`src/rtl/vga_frame_monitor.sv`:
```
// vga_frame_monitor: measures VGA line/frame timing and folds every pixel of each frame into a MISR signature
module vga_frame_monitor #(
  parameter int          COLOR_BITS      = 4,
  parameter int          H_TOTAL         = 1344,
  parameter int          V_TOTAL         = 806,
  parameter bit          SYNC_ACTIVE_LOW = 1'b1,
  parameter int          CNT_W           = 16,
  parameter logic [31:0] POLY            = 32'h04C1_1DB7,
  parameter logic [31:0] SEED            = 32'hFFFF_FFFF
) (
  input  logic                  clk,
  input  logic                  rst,
  input  logic                  clr,
  input  logic                  vs,
  input  logic                  hs,
  input  logic [COLOR_BITS-1:0] r,
  input  logic [COLOR_BITS-1:0] g,
  input  logic [COLOR_BITS-1:0] b,
  output logic                  locked,
  output logic                  frame_done,
  output logic [31:0]           frame_sig,
  output logic [CNT_W-1:0]      line_len,
  output logic [CNT_W-1:0]      frame_lines,
  output logic [CNT_W-1:0]      frame_cnt,
  output logic                  err_h,
  output logic                  err_v
);
  typedef enum logic {UNLOCKED, LOCKED} state_t;
  localparam logic             IDLE  = SYNC_ACTIVE_LOW;
  localparam logic [CNT_W-1:0] CMAX  = '1;
  localparam logic [CNT_W-1:0] H_EXP = CNT_W'(H_TOTAL);
  localparam logic [CNT_W-1:0] V_EXP = CNT_W'(V_TOTAL);
  state_t           state_q, state_d;
  logic             vs_q, hs_q, vs_edge, hs_edge;
  logic             h_seen_q, h_seen_d;
  logic [CNT_W-1:0] hcnt_q, hcnt_d, vcnt_q, vcnt_d, period, lines;
  logic [31:0]      acc_q, acc_d, acc_nxt, pix;
  logic             locked_q, locked_d, frame_done_q, frame_done_d;
  logic             err_h_q, err_h_d, err_v_q, err_v_d;
  logic [31:0]      frame_sig_q, frame_sig_d;
  logic [CNT_W-1:0] line_len_q, line_len_d, frame_lines_q, frame_lines_d, frame_cnt_q, frame_cnt_d;
  assign vs_edge     = (vs != IDLE) && (vs_q == IDLE);
  assign hs_edge     = (hs != IDLE) && (hs_q == IDLE);
  assign locked      = locked_q;
  assign frame_done  = frame_done_q;
  assign frame_sig   = frame_sig_q;
  assign line_len    = line_len_q;
  assign frame_lines = frame_lines_q;
  assign frame_cnt   = frame_cnt_q;
  assign err_h       = err_h_q;
  assign err_v       = err_v_q;
  // Datapath helpers: next MISR value, measured line period and line count including this cycle's hs edge
  always_comb begin
    pix = '0;
    pix[3*COLOR_BITS-1:0] = {r, g, b};
    acc_nxt = {acc_q[30:0], 1'b0} ^ (acc_q[31] ? POLY : 32'd0) ^ pix;
    period  = (hcnt_q == CMAX) ? CMAX : hcnt_q + CNT_W'(1);
    lines   = hs_edge ? ((vcnt_q == CMAX) ? CMAX : vcnt_q + CNT_W'(1)) : vcnt_q;
  end
  // Lock FSM, counters, signature and sticky flags; a set or increment beats a same-cycle clr
  always_comb begin
    state_d       = state_q;
    hcnt_d        = hcnt_q;
    vcnt_d        = vcnt_q;
    h_seen_d      = h_seen_q;
    acc_d         = acc_q;
    frame_done_d  = 1'b0;
    frame_sig_d   = frame_sig_q;
    line_len_d    = line_len_q;
    frame_lines_d = frame_lines_q;
    frame_cnt_d   = clr ? '0 : frame_cnt_q;
    err_h_d       = err_h_q & ~clr;
    err_v_d       = err_v_q & ~clr;
    if (state_q == UNLOCKED) begin
      if (vs_edge) begin
        state_d  = LOCKED;
        acc_d    = SEED;
        hcnt_d   = '0;
        vcnt_d   = '0;
        h_seen_d = 1'b0;
      end
    end else begin
      acc_d  = acc_nxt;
      hcnt_d = hs_edge ? '0 : ((hcnt_q == CMAX) ? CMAX : hcnt_q + CNT_W'(1));
      if (hs_edge) begin
        h_seen_d = 1'b1;
        vcnt_d   = lines;
        if (h_seen_q) begin
          line_len_d = period;
          err_h_d    = err_h_d | (period != H_EXP);
        end
      end
      if (vs_edge) begin
        vcnt_d        = '0;
        frame_lines_d = lines;
        err_v_d       = err_v_d | (lines != V_EXP);
        frame_sig_d   = acc_nxt;
        acc_d         = SEED;
        frame_cnt_d   = clr ? CNT_W'(1) : ((frame_cnt_q == CMAX) ? CMAX : frame_cnt_q + CNT_W'(1));
        frame_done_d  = 1'b1;
      end
    end
    locked_d = (state_d == LOCKED);
  end
  // State and output registers with synchronous reset
  always_ff @(posedge clk) begin
    if (rst) begin
      state_q       <= UNLOCKED;
      vs_q          <= IDLE;
      hs_q          <= IDLE;
      h_seen_q      <= 1'b0;
      hcnt_q        <= '0;
      vcnt_q        <= '0;
      acc_q         <= SEED;
      locked_q      <= 1'b0;
      frame_done_q  <= 1'b0;
      frame_sig_q   <= '0;
      line_len_q    <= '0;
      frame_lines_q <= '0;
      frame_cnt_q   <= '0;
      err_h_q       <= 1'b0;
      err_v_q       <= 1'b0;
    end else begin
      state_q       <= state_d;
      vs_q          <= vs;
      hs_q          <= hs;
      h_seen_q      <= h_seen_d;
      hcnt_q        <= hcnt_d;
      vcnt_q        <= vcnt_d;
      acc_q         <= acc_d;
      locked_q      <= locked_d;
      frame_done_q  <= frame_done_d;
      frame_sig_q   <= frame_sig_d;
      line_len_q    <= line_len_d;
      frame_lines_q <= frame_lines_d;
      frame_cnt_q   <= frame_cnt_d;
      err_h_q       <= err_h_d;
      err_v_q       <= err_v_d;
    end
  end
endmodule

```
`config.mk`:
```
export PLATFORM = sky130hd
export DESIGN_NAME = vga_frame_monitor
export DESIGN_NICKNAME = d
export VERILOG_FILES = /design/src/rtl/vga_frame_monitor.sv
export SDC_FILE = /design/constraint.sdc
export NUM_CORES = 1
export LEC_CHECK = 0
export BUFFER_PORTS_ARGS = -buffer_cell sky130_fd_sc_hd__buf_2
export CORE_MARGIN = 3
export CORE_UTILIZATION = 40
export DETAILED_ROUTE_END_ITERATION = 8
export PLACE_DENSITY = 0.73
export SLEW_MARGIN = 15
export SYNTH_ARGS = -nofsm -noshare
export SYNTH_HDL_FRONTEND = slang
export SYNTH_SLANG_ARGS = --single-unit
```
`constraint.sdc`:
```
create_clock -name clk -period 1.8 [get_ports clk]
set_clock_uncertainty 0.05 [all_clocks]
set_input_delay 0.18 -clock clk [delete_from_list [all_inputs] [get_ports clk]]
set_output_delay 0.18 -clock clk [all_outputs]
set_load 0.02 [all_outputs]
```
After elaboration in Yosys (flattened, before gate mapping)
Cells that the tools add are included.
W data, S select, Z words.
- flip-flop bits (word level): 151
- word-level logic and storage cells: 70
- output and inout port bits: 84
- bits of input ports: 17
- add/subtract/negate cells: 3
- equality and inequality tests: 6
- reduce and logical (&&, ||, !) cells: 9
- multiplexer cells: 28
- bitwise gates (word level): 10
- operator list (cell ; count):
    $mux W16 ; 14
    $mux W32 ; 3
    $add A16 B1 Y16 const B ; 3
    $eq A16 B16 Y1 const B ; 3
    $xor A32 B12 Y32 ; 1
    $xor A32 B27 Y32 ; 1
    $mux W27 ; 1
    $ne A16 B10 Y1 const B ; 1
    $ne A16 B11 Y1 const B ; 1
    $mux W1 ; 10
    $reduce_and A2 Y1 ; 3
    $not A1 Y1 ; 4
    $reduce_bool A2 Y1 ; 2
    $reduce_and A3 Y1 ; 1
    $and A1 B1 Y1 ; 2
    $logic_and A1 B1 Y1 ; 2
    $ne A2 B2 Y1 const B ; 1
    $or A1 B1 Y1 ; 2
    $reduce_or A2 Y1 ; 1

Logic depth before layout (Yosys ltp)
Gate-level depths: netlist of run 1.
- depth after elaboration: 7
- gate-level depth with buffers: 9

Worst setup path after synthesis of run 1
OpenSTA, ideal clock, no wires.
- path kind: flip-flop to flip-flop
- from: reg frame_cnt_q[7] (netlist: frame_cnt[7])
- to: reg frame_cnt_q[7] (netlist: frame_cnt[7])
- cell stages (with the launch flop): 9
- arrival: 1.932 ns
- data required time: 1.664 ns
- path buffers: 2
- slack: -0.268 ns
- path through: dfxtp_1 and3_2 nand2_1 or4_1 buf_2 buf_6 a21oi_2 nor2_1 a211oi_1
- longest elaborated chain between the ends: 5
- elaborated cells between the ends (all ways): 7
- those cells by class: add/sub: 1; eq/ne: 1; mux: 5
- RTL lines (item ; line ; text):
    start: declaration ; 41 ; logic [CNT_W-1:0] line_len_q, line_len_d, frame_lines_q, frame_lines_d, frame_cnt_q, frame_cnt_d;
    start signal: assignment ; 136 ; frame_cnt_q <= frame_cnt_d;
    $add A16 B1 Y16 / $eq A16 B16 Y1 (equally long branches) ; 99 ; frame_cnt_d = clr ? CNT_W'(1) : ((frame_cnt_q == CMAX) ? CMAX : frame_cnt_q + CNT_W'(1));
    $mux W16 (2 in series) ; 99 ;
    $mux W16 ; 93 ; if (vs_edge) begin
    $mux W16 * ; 74 ; if (state_q == UNLOCKED) begin
Mark *: on every way between the ends. The rest lies on a longest branch, timed or not.
A chain may end at the register's enable or synchronous reset.

Final worst setup path of run 1
- from: reg frame_cnt_q[4] (netlist: frame_cnt[4])
- to: reg frame_cnt_q[7] (netlist: frame_cnt[7])
- longest elaborated chain between the ends: 5
- elaborated cells between the ends (all ways): 6
- those cells by class: add/sub: 1; eq/ne: 1; mux: 4
- RTL lines (item ; line):
    $add A16 B1 Y16 / $eq A16 B16 Y1 (equally long branches) ; 99
    $mux W16 * (2 in series) ; 99
    $mux W16 * ; 93
    $mux W16 * ; 74
Marked as above.

==> results of run 1 <==
==> power by group <==
part | internal (mW) | total (mW) | switching (mW)
registers | 3.42 | 3.48 | 0.0587
clock network | 2.16 | 3.66 | 1.50
logic | 0.240 | 0.645 | 0.405
total | 5.81 | 7.78 | 1.96
==> worst max-delay path: stages (launching register included) <==
cell and delay (ps):
dfxtp_4 340, and3_4 180, nand4_1 130, or4_4 620
buf_6 170, a21oi_2 120, nor2_1 50, a211oi_1 160
==> sequential cells by signal (all words and copies together) (netlist names) <==
signal / count
acc_q: 32
frame_sig: 32
frame_cnt: 16
frame_lines: 16
hcnt_q: 16
line_len: 16
vcnt_q: 16
err_h: 1
err_v: 1
frame_done: 1
h_seen_q: 1
hs_q: 1
locked: 1
vs_q: 1
==> kinds of logic (layout without fill, tap and decap cells) <==
kind of cell | after synthesis | count (layout) | share of synthesized area [%]
DFF | 151 | 151 | 45.0
muxes | 20 | 20 | 3.02
adders and majority gates | 3 | 3 | 0.559
AOI/OAI and AO/OA | 180 | 180 | 16.3
xor gates and xnor gates | 48 | 48 | 6.26
and+or+nand+nor | 360 | 361 | 24.7
buffers and inverters | 70 | 248 | 4.23
==> worst max-delay path by stage <==
stage	slack, ps	cells past startpoint	endpoint	startpoint
2_1_floorplan	-40	8	frame_cnt[7]$_SDFF_PP0_	frame_cnt[7]$_SDFF_PP0_
3_3_place_gp	-90	7	frame_cnt[7]$_SDFF_PP0_	frame_cnt[4]$_SDFF_PP0_
3_5_place_dp	-180	7	frame_cnt[9]$_SDFF_PP0_	frame_cnt[4]$_SDFF_PP0_
4_1_cts	-60	7	frame_cnt[9]$_SDFF_PP0_	frame_cnt[4]$_SDFF_PP0_
5_1_grt	-180	7	frame_cnt[7]$_SDFF_PP0_	frame_cnt[4]$_SDFF_PP0_
6_report	-110	7	frame_cnt[7]$_SDFF_PP0_	frame_cnt[4]$_SDFF_PP0_
==> through the flow <==
| step | TNS (ps) | util [%] | hold slack (ps) | setup slack, ps |
|---|---|---|---|---|
| after floorplan | -193 | - | 237 | -40.9 |
| after global placement | -570 | 50.2 | 334 | -91.7 |
| after detailed placement | -2170 | 50.2 | 337 | -181 |
| after CTS | -266 | 54.8 | 39.0 | -58.1 |
| after global routing | -2370 | 57.2 | 51.9 | -184 |
| final | -624 | 57.2 | 57.7 | -115 |
==> layout make-up <==
cell class,instances,share of cell area (%)
sequential,151,33.2
multi-input combinational,612,41.6
clock buffer,19,4.89
clock inverter,13,1.69
inverter,7,0.284
tap,216,2.92
timing repair buffer,209,15.4
==> cell usage in the layout (no fill, tap or decap), types with 9 or more instances in the layout <==
cell type,Yosys,layout
a21oi_1,70,60
clkbuf_16,0,17
dfxtp_4,0,10
buf_4,1,94
nor3_1,19,14
a211oi_1,35,28
xnor2_1,34,33
nor2_1,112,103
buf_2,8,99
dfxtp_2,0,13
xor2_1,14,13
nand3_1,25,21
buf_6,1,9
dfxtp_1,151,128
nand4_1,10,10
o21ai_0,43,36
nand2_1,133,127
mux2i_1,18,17
==> metal layers <==
| metal | track usage, % | vias up | share of wire (%) |
|---|---|---|---|
| met5 | 0 | - | 0 |
| met4 | 6.05 | 0 | 1.4 |
| met3 | 6.02 | 22 | 7.0 |
| met2 | 31.2 | 200 | 46 |
| met1 | 26.2 | 3020 | 45 |
| li1 | - | 3218 | - |
==> what timing repair did <==
action                                 4_1_cts  5_1_grt
setup endpoints to repair                   55       77
endpoints found under the hold margin        2        0
setup buffers                                2       10
gates cloned                                 1        0
pin swaps                                   11       49
hold buffers                                 2        0
gates resized for setup                     30       75
==> results.cfg, run 1 <==
[synth]
avgSynthCellArea_um2 = 8.07
ys.warnings.count = 0
synth_top_cell_area_share_pct = 45.0
synth-main-ff-cell = dfxtp_1
synth-edff-count = 0
synth_commonest_cells = dfxtp_1 (151), nand2_1 (133), nor2_1 (112), a21oi_1 (70), clkbuf_1 (48)
synth.most_common_cell = dfxtp_1
syn_inst = 832
async_flop_share_pct = 0
synth_cell_types = 55
synth.area.top_cells = dfxtp_1 (45%), nand2_1 (7.4%), nor2_1 (6.3%), a21oi_1 (5.2%), xnor2_1 (4.4%)
yosys.area.top_type = dfxtp_1
synthesis.area_um2 = 6720
seq_area_frac_synth_pct = 45.0
syn_nets = 852
synth.ff_latch_count = 151

[placed_design]
post-place-cells = 1181
dp_hpwl_mm = 12.3
routabilityCongestion = 0.922
port-buffer-count = 100
placed_area_um2 = 8130

[final_layout]
antennaDiodeCount = 0
area_growth_pct = 37.8
final_nets = 1018
drive_gt1_share_pct = 34.9
fin_area_um2 = 9260
multiInputGateArea_um2 = 3850
n_fill_cell = 1401
final_cells = 1227
seq_area_um2 = 3080

[clock_tree]
h-tree-depth = 4
clkLatencyLatePin_ps = 420
cts_buffer_depth = 2
clockRootBuffer = clkbuf_16
cts_made_buffers = 17
cts_tree = yes
clkTransAtPathRegs_ps = 60
clock_sinks = 151

[timing]
rsz0062_at_grt = yes
maxSlewViolCount = 0
max_freq_mhz = 522
fin_crit_ps = 1910
setup_ws_ps = -115
relSlewSlack_pct = 68.9
worstMarginPinSlew_ps = 466
final-setup-viol-count = 17
fin_crit_sh_pct = 106
hold_viol_final = 0

[detailed_routing]
routed_wl_mm = 18.8
drc = 0
avgViaCountPerCell = 5.26
drt_iter0_drc = 388
vias = 6460
dr.pass1.iters = 5
ant_nets = 0
wl_per_cell_um = 15.3

[worst_setup_path]
crit_path_end_kind = register
reg2reg_from = frame_cnt[4]$_SDFF_PP0_
critical_path_required_ps = 2070
rrSetupSlack_ps = -110
crit_type = reg -> reg
critPathLaunchType = register
timing.rr.end = frame_cnt[7]$_SDFF_PP0_
r2r_cells = 7
arrival_ps = 2190
critPathMaxFanout = 7

[floorplan]
die_y_um = 136
rows = 46
die_area_um2 = 18400
die_w_um = 136
core_area_um2 = 16200
io_pins = 101
initial_core_util_pct = 41.5

[min_path]
hold_class = in -> reg
min_to = frame_sig[3]$_SDFFE_PP0P_
hp-start = b[3]
hold_depth = 3

[global_route]
grt_max_degree = 92
grt_first_pass_wirelength_mm = 29.4
antenna_found_initial = 0
grt_overflow = 0
grt.total_usage_pct = 19.8
first_global_vias = 6029

[power_and_ir_drop]
finalPower_mw = 7.78
p_per_area_nw_per_um2 = 840
ir_drop_v = 0.000690
p_leak_nw = 3.66

[outcome]
violations = setup timing
status = finished with violations

[flow_run]
cap_violations = 0
No activity file was read; power rests on OpenSTA's default activity.
==> inputs of run 2 (changes only) <==
--- a/config.mk
+++ b/config.mk
@@ -5,7 +5,7 @@
 export SDC_FILE = /design/constraint.sdc
 export NUM_CORES = 1
 export LEC_CHECK = 0
-export BUFFER_PORTS_ARGS = -buffer_cell sky130_fd_sc_hd__buf_2
+export BUFFER_PORTS_ARGS = -buffer_cell sky130_fd_sc_hd__buf_4
 export CORE_MARGIN = 3
 export CORE_UTILIZATION = 40
 export DETAILED_ROUTE_END_ITERATION = 8
==> run 2 against run 1 <==
  * The run still ends with setup timing left
  * Fmax fell by 1.5%
  * Non-clock buffer count grew 14
  * Routed wire length grew 4.3%
  * Sequential power hardly changed
  * Worst setup slack got worse by 29 ps
  * Clock-buffer cell count down 2
  * First-iteration DRC count is 21% higher
  * Via count rose by 1.8%
  * Global-route usage grew 0.61 points
  * Total power shrank 1.7%
  * Clock power is 5% lower
  * Flip-flop and latch count is the same
  * Largest power group is now registers
==> results.cfg, run 2 (synthesis results as in run 1) <==
[min_path]
hp-start = g[2]
hold_depth = 3
hold_class = in -> reg
min_to = frame_sig[6]$_SDFFE_PP0P_

[clock_tree]
cts_tree = yes
clkLatencyLatePin_ps = 420
cts_buffer_depth = 2
clkTransAtPathRegs_ps = 70
clockRootBuffer = clkbuf_16
cts_made_buffers = 17
clock_sinks = 151
h-tree-depth = 4

[final_layout]
layout_common_cells = buf_4 (202), nand2_1 (127), dfxtp_1 (125), nor2_1 (103), a21oi_1 (53)
multiInputGateArea_um2 = 3900
n_fill_cell = 1357
final_nets = 1031
fin_util_pct = 59.7
seq_area_um2 = 3080
drive_gt1_share_pct = 37.0
final_cells = 1240
area_growth_pct = 43.8
antennaDiodeCount = 0
final_common_cell = buf_4

[floorplan]
rows = 46
initial_core_util_pct = 41.5
io_pins = 101
die_w_um = 136
die_area_um2 = 18400
core_area_um2 = 16200
die_y_um = 136

[flow_run]
cap_violations = 0

[timing]
fin_crit_ps = 1940
fin_crit_sh_pct = 108
rsz0062_at_grt = yes
final-setup-viol-count = 22
worstMarginPinSlew_ps = 459
relSlewSlack_pct = 69.4
setup_tns_ps = -1060
max_freq_mhz = 514
hold_viol_final = 0
maxSlewViolCount = 0
setup_ws_ps = -144

[power_and_ir_drop]
power.switching_mw = 2.01
p_int_mw = 5.64
swShare_pct = 26.2
comb_power_share_pct = 9.2
p_per_area_nw_per_um2 = 792
clkPwrFrac_pct = 45.3
p_leak_nw = 3.74
finalPower_mw = 7.65
p_seq_share_pct = 45.5
ir_drop_v = 0.000820

[worst_setup_path]
r2r_cells = 6
timing.rr.end = frame_cnt[3]$_SDFF_PP0_
arrival_ps = 2240
critical_path_required_ps = 2100
rrSetupSlack_ps = -140
crit_type = reg -> reg
critPathLaunchType = register
critPathMaxFanout = 6
crit_path_end_kind = register
reg2reg_from = frame_cnt[3]$_SDFF_PP0_

[outcome]
violations = setup timing
status = finished with violations

[placed_design]
routabilityCongestion = 0.918
dp_hpwl_mm = 12.6
post-place-ws_ps = -166
post-place-cells = 1193
port-buffer-count = 100

[global_route]
top_usage_layer = met2
grt_overflow = 0
first_global_vias = 6122
grt_first_pass_wirelength_mm = 30.4
grt.total_usage_pct = 20.4
use_met3_pct = 6.43
antenna_found_initial = 0
grt_max_degree = 92
grt_util_met1_pct = 26.9
gr-usage-met2_pct = 32.1

[detailed_routing]
dr.pass1.iters = 5
wl_per_cell_um = 15.8
routed_wl_mm = 19.6
vias = 6579
avgViaCountPerCell = 5.31
ant_nets = 0
drc = 0
drt_iter0_drc = 471
[run 2: cell count changes in the layout (fill, tap and decap cells not counted), moves of 7 or more]
| cell | previous run | this run |
|---|---|---|
| a21oi_1 | 60 | 53 |
| a21oi_2 | 8 | 16 |
| buf_4 | 94 | 202 |
| buf_2 | 99 | 0 |
[run 2: worst max path at each step]
stage                                 start  slack, ps                 endpoint  cells past startpoint
finish              frame_cnt[3]$_SDFF_PP0_       -140  frame_cnt[3]$_SDFF_PP0_                      6
global route        frame_cnt[3]$_SDFF_PP0_       -200  frame_cnt[3]$_SDFF_PP0_                      6
CTS                 frame_cnt[4]$_SDFF_PP0_        -70  frame_cnt[9]$_SDFF_PP0_                      7
detailed placement  frame_cnt[4]$_SDFF_PP0_       -170  frame_cnt[9]$_SDFF_PP0_                      7
global placement    frame_cnt[4]$_SDFF_PP0_       -110  frame_cnt[7]$_SDFF_PP0_                      7
floorplan           frame_cnt[7]$_SDFF_PP0_        -40  frame_cnt[7]$_SDFF_PP0_                      8
[run 2: power by group through the flow]
stage	registers [mW]	clock network (mW)	logic, mW
detailed placement	3.55	0	0.667
floorplan	3.61	0	0.334
global route	3.49	3.66	0.770
finish	3.48	3.47	0.703
CTS	3.48	3.52	0.682
global placement	3.55	0	0.657
[run 2: what timing repair did]
item	in CTS	in global routing
cloned	0	1
endpoints found under the setup margin	37	74
hold buffers	2	0
pin swaps	11	43
endpoints found under the hold margin	2	0
setup buffers	5	7
gates resized for setup	26	95
[run 2: critical path, cell delays in order (launching register included)]
cell and delay (ps):
dfxtp_4 340, and3_4 180, nand4_1 100, or4_4 610, buf_4 170, a211o_2 320, a21oi_1 110
[run 2: area by class of cell]
class / instances / area share [%]
tap: 216 / 2.80
sequential: 151 / 31.9
inverter: 7 / 0.272
timing repair buffer: 223 / 18.8
multi-input combinational: 611 / 40.3
clock inverter: 15 / 1.49
clock buffer: 17 / 4.40
[run 2: through the flow]
step | hold WS [ps] | area [um^2]
after CTS | 42.3 | 9190
after floorplan | 237 | 6840
after detailed placement | 335 | 8470
after global routing | 55.6 | 9660
final | 53.9 | 9660
after global placement | 330 | 8470
[run 2: routing by layer]
layer  routed length (um)  up-vias
met3                 1490       23
li1                     -     3246
met5                    0        -
met2                 9130      218
met1                 8710     3092
met4                  295        0
==> inputs of run 3 (changes only) <==
--- a/config.mk
+++ b/config.mk
@@ -6,10 +6,13 @@
 export NUM_CORES = 1
 export LEC_CHECK = 0
 export BUFFER_PORTS_ARGS = -buffer_cell sky130_fd_sc_hd__buf_4
+export CELL_PAD_IN_SITES_DETAIL_PLACEMENT = 1
+export CELL_PAD_IN_SITES_GLOBAL_PLACEMENT = 2
 export CORE_MARGIN = 3
-export CORE_UTILIZATION = 40
+export CORE_UTILIZATION = 30
 export DETAILED_ROUTE_END_ITERATION = 8
-export PLACE_DENSITY = 0.73
+export HOLD_SLACK_MARGIN = 0.05
+export PLACE_DENSITY = 0.86
 export SLEW_MARGIN = 15
 export SYNTH_ARGS = -nofsm -noshare
 export SYNTH_HDL_FRONTEND = slang
==> run 3 against run 2 <==
  * The run still ends with setup timing left
  * Design area increased by 1.8%
  * Flip-flop and latch count unchanged
  * Worst setup slack improved by 84 ps
  * Global-route usage decreased by 2.4 points
  * Clock power increased by 11%
==> results.cfg, run 3 (synthesis results as in run 1) <==
[outcome]
status = finished with violations
violations = setup timing

[placed_design]
post-place-ws_ps = -177
placed_area_um2 = 8570
post-place-cells = 1263
dp_hpwl_mm = 14.9
port-buffer-count = 100
routabilityCongestion = 0.889

[power_and_ir_drop]
p_leak_nw = 3.80
clkPwrFrac_pct = 47.9
power.switching_mw = 2.02
p_int_mw = 6.02
ir_drop_v = 0.000701
p_seq_share_pct = 43.3
finalPower_mw = 8.04
comb_power_share_pct = 8.8
swShare_pct = 25.1
p_per_area_nw_per_um2 = 818

[worst_setup_path]
critical_path_required_ps = 2090
r2r_cells = 6
crit_start = vcnt_q[10]$_SDFFE_PP0P_
arrival_ps = 2150
timing.rr.end = err_v$_SDFF_PP0_
crit_path_end_kind = register
rrSetupSlack_ps = -60
critPathMaxFanout = 3
reg2reg_from = vcnt_q[10]$_SDFFE_PP0P_
crit_type = reg -> reg
critPathLaunchType = register
cp-endpoint = err_v$_SDFF_PP0_

[timing]
setup_tns_ps = -212
hold_viol_final = 0
setup_ws_ps = -60.3
final-setup-viol-count = 11
max_freq_mhz = 538
rsz0062_at_grt = yes
maxSlewViolCount = 0
fin_crit_ps = 1860
fin_crit_sh_pct = 103
worstMarginPinSlew_ps = 703
relSlewSlack_pct = 53.1
hold_slack_ps = 75.3

[floorplan]
core_area_um2 = 21900
die_w_um = 156
initial_core_util_pct = 30.7
io_pins = 101
die_area_um2 = 24200
rows = 54
die_y_um = 156

[clock_tree]
clkTransAtPathRegs_ps = 60
cts_made_buffers = 17
h-tree-depth = 4
cts_tree = yes
clock_sinks = 151
clockRootBuffer = clkbuf_16
clkLatencyLatePin_ps = 420
cts_buffer_depth = 2

[final_layout]
final_cells = 1312
final_common_cell = buf_4
fin_area_um2 = 9830
layout_common_cells = buf_4 (214), nand2_1 (126), dfxtp_1 (124), nor2_1 (103), a21oi_1 (57)
drive_gt1_share_pct = 37.7
final_nets = 1040
area_growth_pct = 46.4
fin_util_pct = 44.9
antennaDiodeCount = 0

[detailed_routing]
ant_nets = 0
wl_per_cell_um = 17.4
drc = 0
vias = 6699
avgViaCountPerCell = 5.11
routed_wl_mm = 22.9
dr.pass1.iters = 5
drt_iter0_drc = 320

[flow_run]
cap_violations = 0

[global_route]
grt.total_usage_pct = 18.0
grt_overflow = 0
antenna_found_initial = 0
first_global_vias = 6688
grt_first_pass_wirelength_mm = 35.6
grt_max_degree = 59

[min_path]
hold_class = in -> reg
[run 3: changes by cell type in the layout (fill, tap and decap cells not counted), sizes merged]
| cell | previous run | this run |
|---|---|---|
| buf | 220 | 226 |
| inv | 14 | 12 |
| dlygate4sd3 | 2 | 5 |
| bufinv | 1 | 3 |
| clkinvlp | 2 | 0 |
| or3 | 4 | 5 |
| clkinv | 5 | 4 |
| clkbuf | 18 | 19 |
[run 3: final cells by class]
cell class	instances	area [um^2]
Clock inverter	12	163
Clock buffer	19	464
Inverter	7	26.3
Timing Repair Buffer	231	1820
Tap cell	280	350
Multi-Input combinational cell	612	3930
Sequential cell	151	3080
Fill cell	2550	12100
[run 3: what timing repair did]
action	in CTS	in global routing
setup buffers	5	7
pin swaps	15	40
hold endpoints to repair	5	0
gates cloned	1	0
endpoints found under the setup margin	56	64
resized for setup	43	92
hold buffers	5	0
[run 3: worst min path at each step]
stage	cells after the start	startpoint	endpoint	slack [ps]
3_5_place_dp	2	vs	vs_q$_SDFF_PP1_	360
4_1_cts	3	b[0]	frame_sig[0]$_SDFFE_PP0P_	60
5_1_grt	4	clr	frame_cnt[0]$_SDFF_PP0_	80
3_3_place_gp	2	vs	vs_q$_SDFF_PP1_	360
2_1_floorplan	1	hs	hs_q$_SDFF_PP1_	240
6_report	3	b[0]	frame_sig[0]$_SDFFE_PP0P_	80
[run 3: power groups by stage]
stage,clock network [mW],registers [mW],logic (mW)
floorplan,0,3.61,0.334
detailed placement,0,3.56,0.684
global placement,0,3.55,0.673
global route,4.10,3.49,0.777
CTS,3.94,3.48,0.698
finish,3.85,3.48,0.710
[run 3: worst max-delay path, stage by stage (launching register included)]
cell     delay (ps)
dfxtp_1         380
nand4_1         260
nor2_4          190
nand2_1         140
o31a_1          340
and4b_1         240
a31oi_1         170
[run 3: layer usage]
| layer | global-route usage (%) | wire length [um] | vias up |
|---|---|---|---|
| met5 | 0 | 0 | - |
| met4 | 4.50 | 294 | 0 |
| met3 | 5.05 | 1280 | 25 |
| met2 | 27.9 | 10400 | 147 |
| met1 | 24.8 | 10900 | 3265 |
| li1 | - | - | 3262 |
